$ cat src/rtl/ssd_scan_driver.sv
// Converts a 13-bit binary value to four BCD digits and scans them onto a common-anode 7-seg display.
// Latency: a new value is committed to bcd/display 15 clocks after capture; the scan is continuous.
// Backpressure: none; value changes during a conversion are held off and picked up when it returns to IDLE.
// Optional leading-zero blanking is enabled by defining SSD_LZB_EN.
module ssd_scan_driver #(
  parameter int REFRESH_BITS = 18
) (
  input  logic        clk,
  input  logic        rst,
  input  logic [12:0] value,
  output logic [3:0]  anode,
  output logic [6:0]  seg,
  output logic [15:0] bcd,
  output logic        busy
);

  typedef enum logic [1:0] {
    IDLE = 2'd0,
    CONV = 2'd1,
    DONE = 2'd2
  } state_t;

  state_t                  state;
  logic [12:0]             last_value;
  logic [28:0]             shreg;
  logic [28:0]             shreg_adj;
  logic [3:0]              count;
  logic [REFRESH_BITS-1:0] scan_cnt;
  logic [1:0]              sel;
  logic [3:0]              digit;
  logic                    blank;

  // Double-dabble correction: every BCD nibble >= 5 gets +3 before the shift
  always_comb begin
    shreg_adj = shreg;
    for (int i = 0; i < 4; i++) begin
      if (shreg[13 + 4*i +: 4] >= 4'd5) begin
        shreg_adj[13 + 4*i +: 4] = shreg[13 + 4*i +: 4] + 4'd3;
      end
    end
  end

  // Conversion FSM: capture a changed value, shift 13 times, then commit the digits
  always_ff @(posedge clk or posedge rst) begin
    if (rst) begin
      state      <= IDLE;
      bcd        <= 16'h0000;
      last_value <= 13'd0;
      shreg      <= 29'd0;
      count      <= 4'd0;
      busy       <= 1'b0;
    end else begin
      case (state)
        IDLE: begin
          if (value != last_value) begin
            shreg      <= {16'b0, value};
            last_value <= value;
            count      <= 4'd0;
            state      <= CONV;
            busy       <= 1'b1;
          end
        end
        CONV: begin
          // Input never exceeds 8191, so the top bit of the adjusted register never carries out
          shreg <= shreg_adj << 1;
          count <= count + 4'd1;
          if (count == 4'd12) begin
            state <= DONE;
          end
        end
        DONE: begin
          // Only place bcd is written, so the display never sees partial results
          bcd   <= shreg[28:13];
          state <= IDLE;
          busy  <= 1'b0;
        end
        default: begin
          state <= IDLE;
          busy  <= 1'b0;
        end
      endcase
    end
  end

  // Free-running scan counter; wraps naturally from all-ones to zero
  always_ff @(posedge clk or posedge rst) begin
    if (rst) begin
      scan_cnt <= '0;
    end else begin
      scan_cnt <= scan_cnt + 1'b1;
    end
  end

  assign sel = scan_cnt[REFRESH_BITS-1 -: 2];

  // Pick the nibble for the digit currently being driven
  always_comb begin
    digit = bcd[3:0];
    case (sel)
      2'd0: digit = bcd[3:0];
      2'd1: digit = bcd[7:4];
      2'd2: digit = bcd[11:8];
      2'd3: digit = bcd[15:12];
      default: digit = bcd[3:0];
    endcase
  end

`ifdef SSD_LZB_EN
  // Blank a digit when it and every more significant digit are zero; units always shows
  always_comb begin
    blank = 1'b0;
    case (sel)
      2'd1: blank = (bcd[15:4] == 12'd0);
      2'd2: blank = (bcd[15:8] == 8'd0);
      2'd3: blank = (bcd[15:12] == 4'd0);
      default: blank = 1'b0;
    endcase
  end
`else
  assign blank = 1'b0;
`endif

  // Active-low segment decode {g,f,e,d,c,b,a}; out-of-range nibbles blank
  always_comb begin
    seg = 7'b1111111;
    if (!blank) begin
      case (digit)
        4'd0: seg = 7'b1000000;
        4'd1: seg = 7'b1111001;
        4'd2: seg = 7'b0100100;
        4'd3: seg = 7'b0110000;
        4'd4: seg = 7'b0011001;
        4'd5: seg = 7'b0010010;
        4'd6: seg = 7'b0000010;
        4'd7: seg = 7'b1111000;
        4'd8: seg = 7'b0000000;
        4'd9: seg = 7'b0010000;
        default: seg = 7'b1111111;
      endcase
    end
  end

  assign anode = ~(4'b0001 << sel);

endmodule

$ cat config.mk
export PLATFORM = sky130hd
export DESIGN_NAME = ssd_scan_driver
export DESIGN_NICKNAME = d
export VERILOG_FILES = /design/src/rtl/ssd_scan_driver.sv
export SDC_FILE = /design/constraint.sdc
export NUM_CORES = 1
export LEC_CHECK = 0
export BUFFER_PORTS_ARGS = -buffer_cell sky130_fd_sc_hd__buf_4
export CAP_MARGIN = 10
export CORE_MARGIN = 5
export CORE_UTILIZATION = 40
export CTS_BUF_LIST = sky130_fd_sc_hd__clkbuf_8
export DETAILED_ROUTE_END_ITERATION = 12
export SYNTH_ARGS = -nofsm -noshare
export SYNTH_HDL_FRONTEND = slang
export SYNTH_SLANG_ARGS = --single-unit
$ cat constraint.sdc
create_clock -name clk -period 4.99 [get_ports clk]
set_input_delay 0.2495 -clock clk [delete_from_list [all_inputs] [get_ports clk]]
set_output_delay 0.2495 -clock clk [all_outputs]
set_load 0.005 [all_outputs]
==> results.json <==
{
  "status": "complete, no violations",
  "drive_above_1_share_pct": 21.9,
  "dp_hpwl_mm": 5.65,
  "htreeDepth": 3,
  "start_kind": "flip-flop",
  "avgSynthCellArea_um2": 11.0,
  "synth-seq-cells": 83,
  "initial_utilization_pct": 40.6,
  "port_buffers": 42,
  "syn-num-nets": 407,
  "drt_iter0_markers": 130,
  "finalClockSkew_ns": 0.00736,
  "postCtsSetupBuffers": 0,
  "crit_type": "reg -> reg",
  "antenna_cells": 0,
  "ys_seq_area_share_pct": 50.0,
  "dr_total_vias": 2832,
  "drc_errors": 0,
  "antenna_found_initial": 0,
  "period_share_pct": 54.1,
  "cts_root_buf": "clkbuf_8",
  "die_w_um": 112,
  "power_density_mw_per_mm2": 584,
  "grt_pass1_vias": 2899,
  "grt_max_degree": 84,
  "crit_required_ns": 5.23,
  "yosysWarnings": 0,
  "cts_tree": "done",
  "routed_wl_mm": 8.09,
  "worst_ep_arrival_time_ns": 2.94,
  "hold_viol": 0,
  "die_h_um": 112,
  "peakVddDrop_uv": 243,
  "nNetsFinal": 444,
  "grtUsageTotal_pct": 13.8,
  "num-fill-cells": 961,
  "holdBufCountCts": 0,
  "hp-class": "in -> reg",
  "clock_sinks": 83,
  "clkTransAtPathRegs_ns": 0.08,
  "via_per_inst": 5.09,
  "slew_headroom_pct": 31.8,
  "cp-end-kind": "flip-flop",
  "rows": 37,
  "areaGrowthSynthToFinish_pct": 14.7,
  "multi_input_area_mm2": 0.00192,
  "yosys.cell_types.count": 37,
  "synth_area_mm2": 0.00416,
  "register_area_mm2": 0.00208,
  "ctsResizeCount": 0,
  "routabilityCongestion": 0.828,
  "detail_route.wl_per_cell_um": 14.6,
  "cp_max_fo": 15,
  "finalCriticalPeriod_ns": 2.70,
  "antenna_left": 0,
  "tns_ns": 0,
  "grt_overflow": 0,
  "clock_latency_ns": 0.36,
  "setup_viol": 0,
  "drt_pass1_iterations": 4,
  "drv_cap": 0,
  "dieArea_mm2": 0.0125,
  "numCtsBuffers": 9,
  "fmax_mhz": 371,
  "rsz0062_at_grt": "no",
  "coreArea_mm2": 0.0102,
  "tightest_slew_ns": 1.02,
  "p_total_mw": 2.78,
  "power.leakage_nw": 2.16,
  "ioPinCount": 43,
  "cts_max_path_buffers": 2,
  "synthCells": 378,
  "slew_violations": 0,
  "grt_pass1_wl_mm": 14.0
}
-- cell type report --
type	count	area share (%)
well taps	136	3.57
flip-flops and latches	83	43.5
clock buffers	13	3.75
repair buffers	44	6.93
clock inverters	3	0.420
inverters	20	1.60
multi-input cells	257	40.2
-- where the power goes --
part / internal, mW / switching, mW
combinational: 0.648 / 0.535
sequential: 0.920 / 0.208
clock: 0.235 / 0.240
-- sequential cells by signal, summed over array words and instances (netlist names) --
register    cells
bcd            16
busy            1
count           4
last_value     13
scan_cnt       18
shreg          29
state           2
-- worst max-delay path, cell delays in order (launching register included) --
cell	delay [ns]
dfrtp_1	0.39
xnor2_1	0.18
nand4_1	0.17
nor4_4	0.72
or3_1	0.72
mux2_2	0.41
-- logic make-up after synthesis --
group | after synthesis | share of synthesized area [%]
DFF | 83 | 50.0
xor gates and xnor gates | 34 | 7.16
and+or+nand+nor | 99 | 11.9
buffers and inverters | 38 | 4.03
AOI/OAI and AO/OA | 81 | 13.2
adders and majority gates | 14 | 4.21
muxes | 29 | 9.60
-- cells in the mapped netlist (all sizes together) --
cell type  instances  area (µm²)
nand2b             8        50.1
o2bb2ai            3        26.3
a211oi             1        7.51
clkinv             1        3.75
xor2               6        52.6
dfrtp             83        2080
inv               19        71.3
mux4               4        90.1
o21ai             31         155
nor2              11        43.8
a41oi              1        8.76
and4               3        26.3
o21a              12        90.1
or3               13        81.3
buf                6        47.6
nor3               3        15.0
clkbuf            12        45.0
nand4              6        37.5
ha                14         175
nand2             44         165
and3               1        6.26
a22o               8        70.1
a21o               1        7.51
nor4               1        21.3
a31oi              1        6.26
nand3              8        40.0
or2                1        6.26
o22ai              1        6.26
o32a              12         120
mux2              23         289
a21oi             10        50.1
mux2i              2        20.0
xnor2             28         245
-- metrics by stage --
| step | area [µm²] | worst slack, ns | std cells | hold slack, ns | util [%] |
|---|---|---|---|---|---|
| 3_3_place_gp | 4570 | 2.30 | 540 | 0.440 | 44.7 |
| 3_5_place_dp | 4570 | 2.26 | 540 | 0.461 | 44.7 |
| 6_report | 4770 | 2.29 | 556 | 0.145 | 46.6 |
| 5_1_grt | 4770 | 2.13 | 556 | 0.137 | 46.6 |
| 2_1_floorplan | 4160 | 2.60 | 378 | 0.371 | - |
| 4_1_cts | 4770 | 2.27 | 556 | 0.121 | 46.6 |
-- cell usage in the layout (no fill, tap or decap), types with 9 or more instances in the layout --
master,Yosys,final
nor2_1,10,10
buf_4,1,44
mux2_2,15,15
xnor2_1,28,28
clkbuf_8,0,13
ha_1,14,14
a21oi_1,10,9
o21a_1,12,12
dfrtp_1,83,83
nand2_1,44,44
or3_1,13,13
inv_1,19,18
o32a_1,12,12
o21ai_0,31,31
-- layer usage --
metal	GRT usage [%]	vias up	wire [µm]
met5	0	-	0
met4	7.85	0	238
met1	18.5	1368	3950
met3	2.50	16	257
met2	20.9	43	3650
li1	-	1405	-
-- final timing paths --
check / startpoint / slack (ns) / to / cells after the start
max: last_value[8] / 2.29 / last_value[10] / 5
min: value[0] / 0.14 / last_value[0] / 2
max reg2reg: last_value[8] / 2.29 / last_value[10] / 5
min reg2reg: scan_cnt[6] / 0.47 / scan_cnt[6] / 1
max in group asynchronous: rst / 4.12 / shreg[0] / 3
min in group asynchronous: rst / 0.22 / scan_cnt[2] / 3
No activity file was read; power rests on OpenSTA's default activity.
